<file path="src/rtl/timer_regfile_mc.sv">
// System timer register bank: 64-bit prescaled counter with debug halt and NUM_CH
// compare channels, each with a sticky W1C interrupt status bit.
module timer_regfile_mc #(
    parameter int          NUM_CH  = 4,
    parameter logic [63:0] CMP_RST = 64'hFFFF_FFFF_FFFF_FFFF
) (
    input  logic              clk,
    input  logic              rst_n,
    input  logic [11:0]       addr,
    input  logic [31:0]       wr_data,
    input  logic              wr_en,
    input  logic              rd_en,
    input  logic              dbg_mode,
    output logic [31:0]       rd_data,
    output logic              err,
    output logic              interrupt,
    output logic [NUM_CH-1:0] irq_ch,
    output logic [63:0]       counter
);

    logic                         timer_en_q, timer_en_d;
    logic                         div_en_q, div_en_d;
    logic [3:0]                   div_val_q, div_val_d;
    logic [NUM_CH-1:0]            tier_q, tier_d;
    logic [NUM_CH-1:0]            tisr_q, tisr_d;
    logic                         halt_req_q, halt_req_d;
    logic [63:0]                  counter_q, counter_d;
    logic [7:0]                   psc_q, psc_d;
    logic [NUM_CH-1:0][63:0]      cmp_q, cmp_d;

    logic [9:0] word;
    logic [3:0] ch_idx;
    logic       sel_tcr, sel_tdr0, sel_tdr1, sel_tier, sel_tisr, sel_thcsr, sel_cmp, mapped;
    logic       halted, active, tick;
    logic [8:0] psc_lim;
    logic       unused_addr;

    assign word        = addr[11:2];
    assign unused_addr = ^addr[1:0];
    assign ch_idx      = word[4:1] - 4'd4;

    assign sel_tcr   = (word == 10'd0);
    assign sel_tdr0  = (word == 10'd1);
    assign sel_tdr1  = (word == 10'd2);
    assign sel_tier  = (word == 10'd3);
    assign sel_tisr  = (word == 10'd4);
    assign sel_thcsr = (word == 10'd5);
    assign sel_cmp   = (word >= 10'd8) && (word < 10'(8 + 2 * NUM_CH));
    assign mapped    = sel_tcr | sel_tdr0 | sel_tdr1 | sel_tier | sel_tisr | sel_thcsr | sel_cmp;

    assign err = (rd_en | wr_en) & ~mapped;

    assign halted  = halt_req_q & dbg_mode;
    assign active  = timer_en_q & ~halted;
    assign psc_lim = (9'd1 << div_val_q) - 9'd1;
    assign tick    = ~div_en_q | (psc_q == psc_lim[7:0]);

    always_comb begin
        rd_data = 32'd0;
        if (rd_en) begin
            if (sel_tcr)   rd_data = {20'd0, div_val_q, 6'd0, div_en_q, timer_en_q};
            if (sel_tdr0)  rd_data = counter_q[31:0];
            if (sel_tdr1)  rd_data = counter_q[63:32];
            if (sel_tier)  rd_data = 32'(tier_q);
            if (sel_tisr)  rd_data = 32'(tisr_q);
            if (sel_thcsr) rd_data = {30'd0, halted, halt_req_q};
            for (int c = 0; c < NUM_CH; c++) begin
                if (sel_cmp && ch_idx == 4'(c))
                    rd_data = word[0] ? cmp_q[c][63:32] : cmp_q[c][31:0];
            end
        end
    end

    always_comb begin
        timer_en_d = timer_en_q;
        div_en_d   = div_en_q;
        div_val_d  = div_val_q;
        tier_d     = tier_q;
        tisr_d     = tisr_q;
        halt_req_d = halt_req_q;
        cmp_d      = cmp_q;
        counter_d  = counter_q;
        psc_d      = psc_q;

        // Prescaler sits at 0 while disabled so the first tick lands 2^k cycles after enable.
        if (!timer_en_q)
            psc_d = 8'd0;
        else if (active && div_en_q)
            psc_d = tick ? 8'd0 : psc_q + 8'd1;

        if (active && tick)
            counter_d = counter_q + 64'd1;

        if (wr_en) begin
            if (sel_tcr) begin
                timer_en_d = wr_data[0];
                if (!timer_en_q) begin
                    div_en_d = wr_data[1];
                    if (wr_data[11:8] <= 4'd8) div_val_d = wr_data[11:8];
                end
            end
            if (sel_tdr0) begin
                counter_d = {counter_q[63:32], wr_data};
                psc_d     = 8'd0;
            end
            if (sel_tdr1) begin
                counter_d = {wr_data, counter_q[31:0]};
                psc_d     = 8'd0;
            end
            if (sel_tier)  tier_d     = wr_data[NUM_CH-1:0];
            if (sel_tisr)  tisr_d     = tisr_q & ~wr_data[NUM_CH-1:0];
            if (sel_thcsr) halt_req_d = wr_data[0];
            for (int c = 0; c < NUM_CH; c++) begin
                if (sel_cmp && ch_idx == 4'(c)) begin
                    if (word[0]) cmp_d[c][63:32] = wr_data;
                    else         cmp_d[c][31:0]  = wr_data;
                end
            end
        end

        // Match set is applied after the W1C clear so a simultaneous match wins.
        for (int c = 0; c < NUM_CH; c++) begin
            if (counter_q == cmp_q[c]) tisr_d[c] = 1'b1;
        end
    end

    always_ff @(posedge clk or negedge rst_n) begin
        if (!rst_n) begin
            timer_en_q <= 1'b0;
            div_en_q   <= 1'b0;
            div_val_q  <= 4'd1;
            tier_q     <= '0;
            tisr_q     <= '0;
            halt_req_q <= 1'b0;
            counter_q  <= 64'd0;
            psc_q      <= 8'd0;
            cmp_q      <= {NUM_CH{CMP_RST}};
        end else begin
            timer_en_q <= timer_en_d;
            div_en_q   <= div_en_d;
            div_val_q  <= div_val_d;
            tier_q     <= tier_d;
            tisr_q     <= tisr_d;
            halt_req_q <= halt_req_d;
            counter_q  <= counter_d;
            psc_q      <= psc_d;
            cmp_q      <= cmp_d;
        end
    end

    assign irq_ch    = tisr_q & tier_q;
    assign interrupt = |irq_ch;
    assign counter   = counter_q;

endmodule

</file>
<file path="config.mk">
export PLATFORM = sky130hd
export DESIGN_NAME = timer_regfile_mc
export DESIGN_NICKNAME = d
export VERILOG_FILES = /design/src/rtl/timer_regfile_mc.sv
export SDC_FILE = /design/constraint.sdc
export NUM_CORES = 1
export LEC_CHECK = 0
export CORE_ASPECT_RATIO = 0.5
export CORE_MARGIN = 2
export CORE_UTILIZATION = 40
export DETAILED_ROUTE_END_ITERATION = 7
export PLACE_DENSITY = 0.61
export RECOVER_POWER = 25
export REMOVE_ABC_BUFFERS = 1
export SLEW_MARGIN = 40
export SYNTH_ARGS = -nofsm -noshare
export SYNTH_HDL_FRONTEND = slang
export SYNTH_SLANG_ARGS = --single-unit
export TNS_END_PERCENT = 5
</file>
<file path="constraint.sdc">
create_clock -name clk -period 8.7 [get_ports clk]
set_input_delay 1.74 -clock clk [delete_from_list [all_inputs] [get_ports clk]]
set_output_delay 1.74 -clock clk [all_outputs]
set_load 0.1 [all_outputs]
</file>
==> reports/metrics.csv <==
metric,value,unit
intPower,2.65,mW
synth_edf_count,0,
seq_area_frac_synth,41.6,%
status,"complete, but fails checks",
clock.fmax,151,MHz
yosysTopAreaCellShare,31.5,%
finalSetupViolations,0,
irDropWorstVdd,0.112,mV
cts.reportedPaths.clkPinSlew,0.06,ns
drc,0,
p_leak,10.1,nW
seq_power_share,45.8,%
cts_tree,done,
finalMaxSlewViolations,62,
rows,59,
cts_resized,0,
p_comb_share,9.9,%
clock_latency,0.57,ns
grt_pass1_wl,122000,microns
tightest_slew,3.49,ns
worstSetupPathType,input port to primary output,
vias,17500,
core,0.0524,sq mm
synth_cells,2037,
cts_inserted_buffers,37,
tns,0,ns
cap_violations,1,
synth_area_leader_cell,dfstp_2,
drive_gt1_share,37.9,%
start_kind,input port,
routed_via_density,6.25,
grt_pass1_vias,16800,
cts.path.max_buffers,3,
skew,0.0299,ns
cp.arrival,4.88,ns
cts_hold_buf,0,
post-route-min-period,6.62,ns
numPortBuffers,148,
fin_crit_sh,76.1,%
grt_max_degree,148,
total_power,3.65,mW
swShare,27.4,%
nets,2118,
p_per_area,150,mW/mm^2
worstHoldPathType,register to register,
io-pin-count,151,
dieArea,0.0555,sq mm
gp_congestion,1.01,
routed_wl,84500,microns
start_util,40.8,%
required,6.96,ns
synthArstFlopShare,100,%
root_buffer,clkbuf_16,
ys_ff_latch,343,
antenna_found_initial,10,
endpoint_kind,primary output,
cp_max_fo,7,
p_sw,0.998,mW
cts.sinks,343,
violations,"max-capacitance violations, max-slew violations",
postCtsSetupRepairBufs,0,
grt_usage,30.3,%
final-hold-violation-count,0,
area_growth,13.3,%
avgSynthCellArea,10.5,sq um
die_h,168,microns
drtPass1Iterations,8,
synth_top_cells_by_count,"mux2_2, dfstp_2, nand2_1",
synth_cell_types,77,
clkPwrFrac,44.3,%
final_antenna_net_count,0,
max-slew-margin-rel,-133,%
globalRouteOverflowTotal,0,
ctsHtreeMaxLevel,2,
synth_area_leaders,"dfstp_2, mux2_2, dfrtp_1, xor2_1, xnor2_1",
dp_hpwl,60200,microns
yosysWarnings,0,
drt_iter0_drc,2127,
grt_setup_unrepaired,false,
wl_per_cell,30.2,microns
die_w,331,microns
synthesis.area,0.0214,sq mm
synth_flop_cell,dfstp_2,
yosysMostFrequentCell,mux2_2,
registers in the layout, summed over array words and instances, names as in the netlist:
signal      count
tisr_q          4
counter        64
halt_req_q      1
cmp_q         256
psc_q           8
timer_en_q      1
div_en_q        1
tier_q          4
div_val_q       4
critical path: stages:
cell and delay [ns]:
clkdlybuf4s50_1 0.45, nor2_1 0.14, and3_1 0.32, nand2_1 0.11, or3_1 0.52, nor2_1 0.73
a221oi_1 0.17, a21oi_1 0.20, o21a_1 0.19, buf_4 0.30
power by group through the flow:
stage / logic (mW) / clock network, mW / registers, mW
2_1_floorplan: 0.109 / 0 / 1.73
3_3_place_gp: 0.352 / 0 / 1.70
3_5_place_dp: 0.351 / 0 / 1.70
4_1_cts: 0.352 / 1.63 / 1.67
5_1_grt: 0.375 / 1.70 / 1.67
6_report: 0.361 / 1.61 / 1.67
area by class of cell:
type,count,area [sq um]
repair buffers,193,1420
well taps,701,877
inverters,7,26.3
clock buffers,61,1120
diodes,5,12.5
fillers,4893,28200
multi-input cells,1484,11800
clock inverters,6,81.3
flip-flops and latches,343,8900
metrics by stage:
step	area, sq um	setup slack [ns]	util (%)	std cells	hold slack (ns)
floorplan	20600	2.10	-	1834	0.472
global placement	23300	1.64	44.5	2725	0.521
detailed placement	23000	2.16	43.9	2727	0.535
CTS	24200	2.15	46.2	2794	0.549
global route	24200	1.94	46.2	2795	0.566
finish	24200	2.08	46.3	2800	0.553
metal layers:
| layer | global-route usage, % | share of wire (%) |
|---|---|---|
| met1 | 43.0 | 44 |
| met2 | 42.5 | 41 |
| met3 | 11.6 | 12 |
| met4 | 8.60 | 2.9 |
| met5 | 0 | 0.071 |
final timing paths:
path	from	to	slack (ns)	cells past startpoint
max in group asynchronous	rst_n	cmp_q[32]	3.96	4
worst min-delay path	tier_q[2]	tier_q[2]	0.55	1
min in group asynchronous	rst_n	counter[46]	2.36	1
worst min register to register	tier_q[2]	tier_q[2]	0.55	1
worst max register to register	div_val_q[2]	counter[32]	4.55	11
worst max-delay path	addr[6]	rd_data[8]	2.08	10
cell usage in the layout, fill, tap and decap left out, drive strengths merged, types with 8 or more instances in the layout:
cell / n
a31oi: 13
o21a: 37
nor3: 16
nand3: 59
nor2b: 9
nor2: 62
and3: 16
dfstp: 257
xnor2: 131
or3: 11
o221ai: 23
o21ai: 45
nand4: 62
dfrtp: 86
a21oi: 58
inv: 8
nor4: 48
o311ai: 31
mux2i: 81
and2: 17
clkdlybuf4s50: 42
xor2: 139
buf: 150
mux2: 269
mux4: 24
o22ai: 12
nand2: 191
or4: 11
clkbuf: 62
o211ai: 22
cells by family (layout without fill, tap and decap cells):
kind of cell / count (synthesis) / count (layout) / share of synthesized area [%]
multiplexers: 374 / 374 / 20.5
flip-flops: 343 / 343 / 41.6
adder cells (fa/ha/maj): 3 / 3 / 0.175
buffers and inverters: 210 / 267 / 3.93
other: 0 / 5 / 0
AND/OR/NAND/NOR: 528 / 528 / 12.5
AO/OA/AOI/OAI: 309 / 309 / 10.3
XOR/XNOR: 270 / 270 / 11.0
Note: power is estimated with default switching activity, not from simulation.
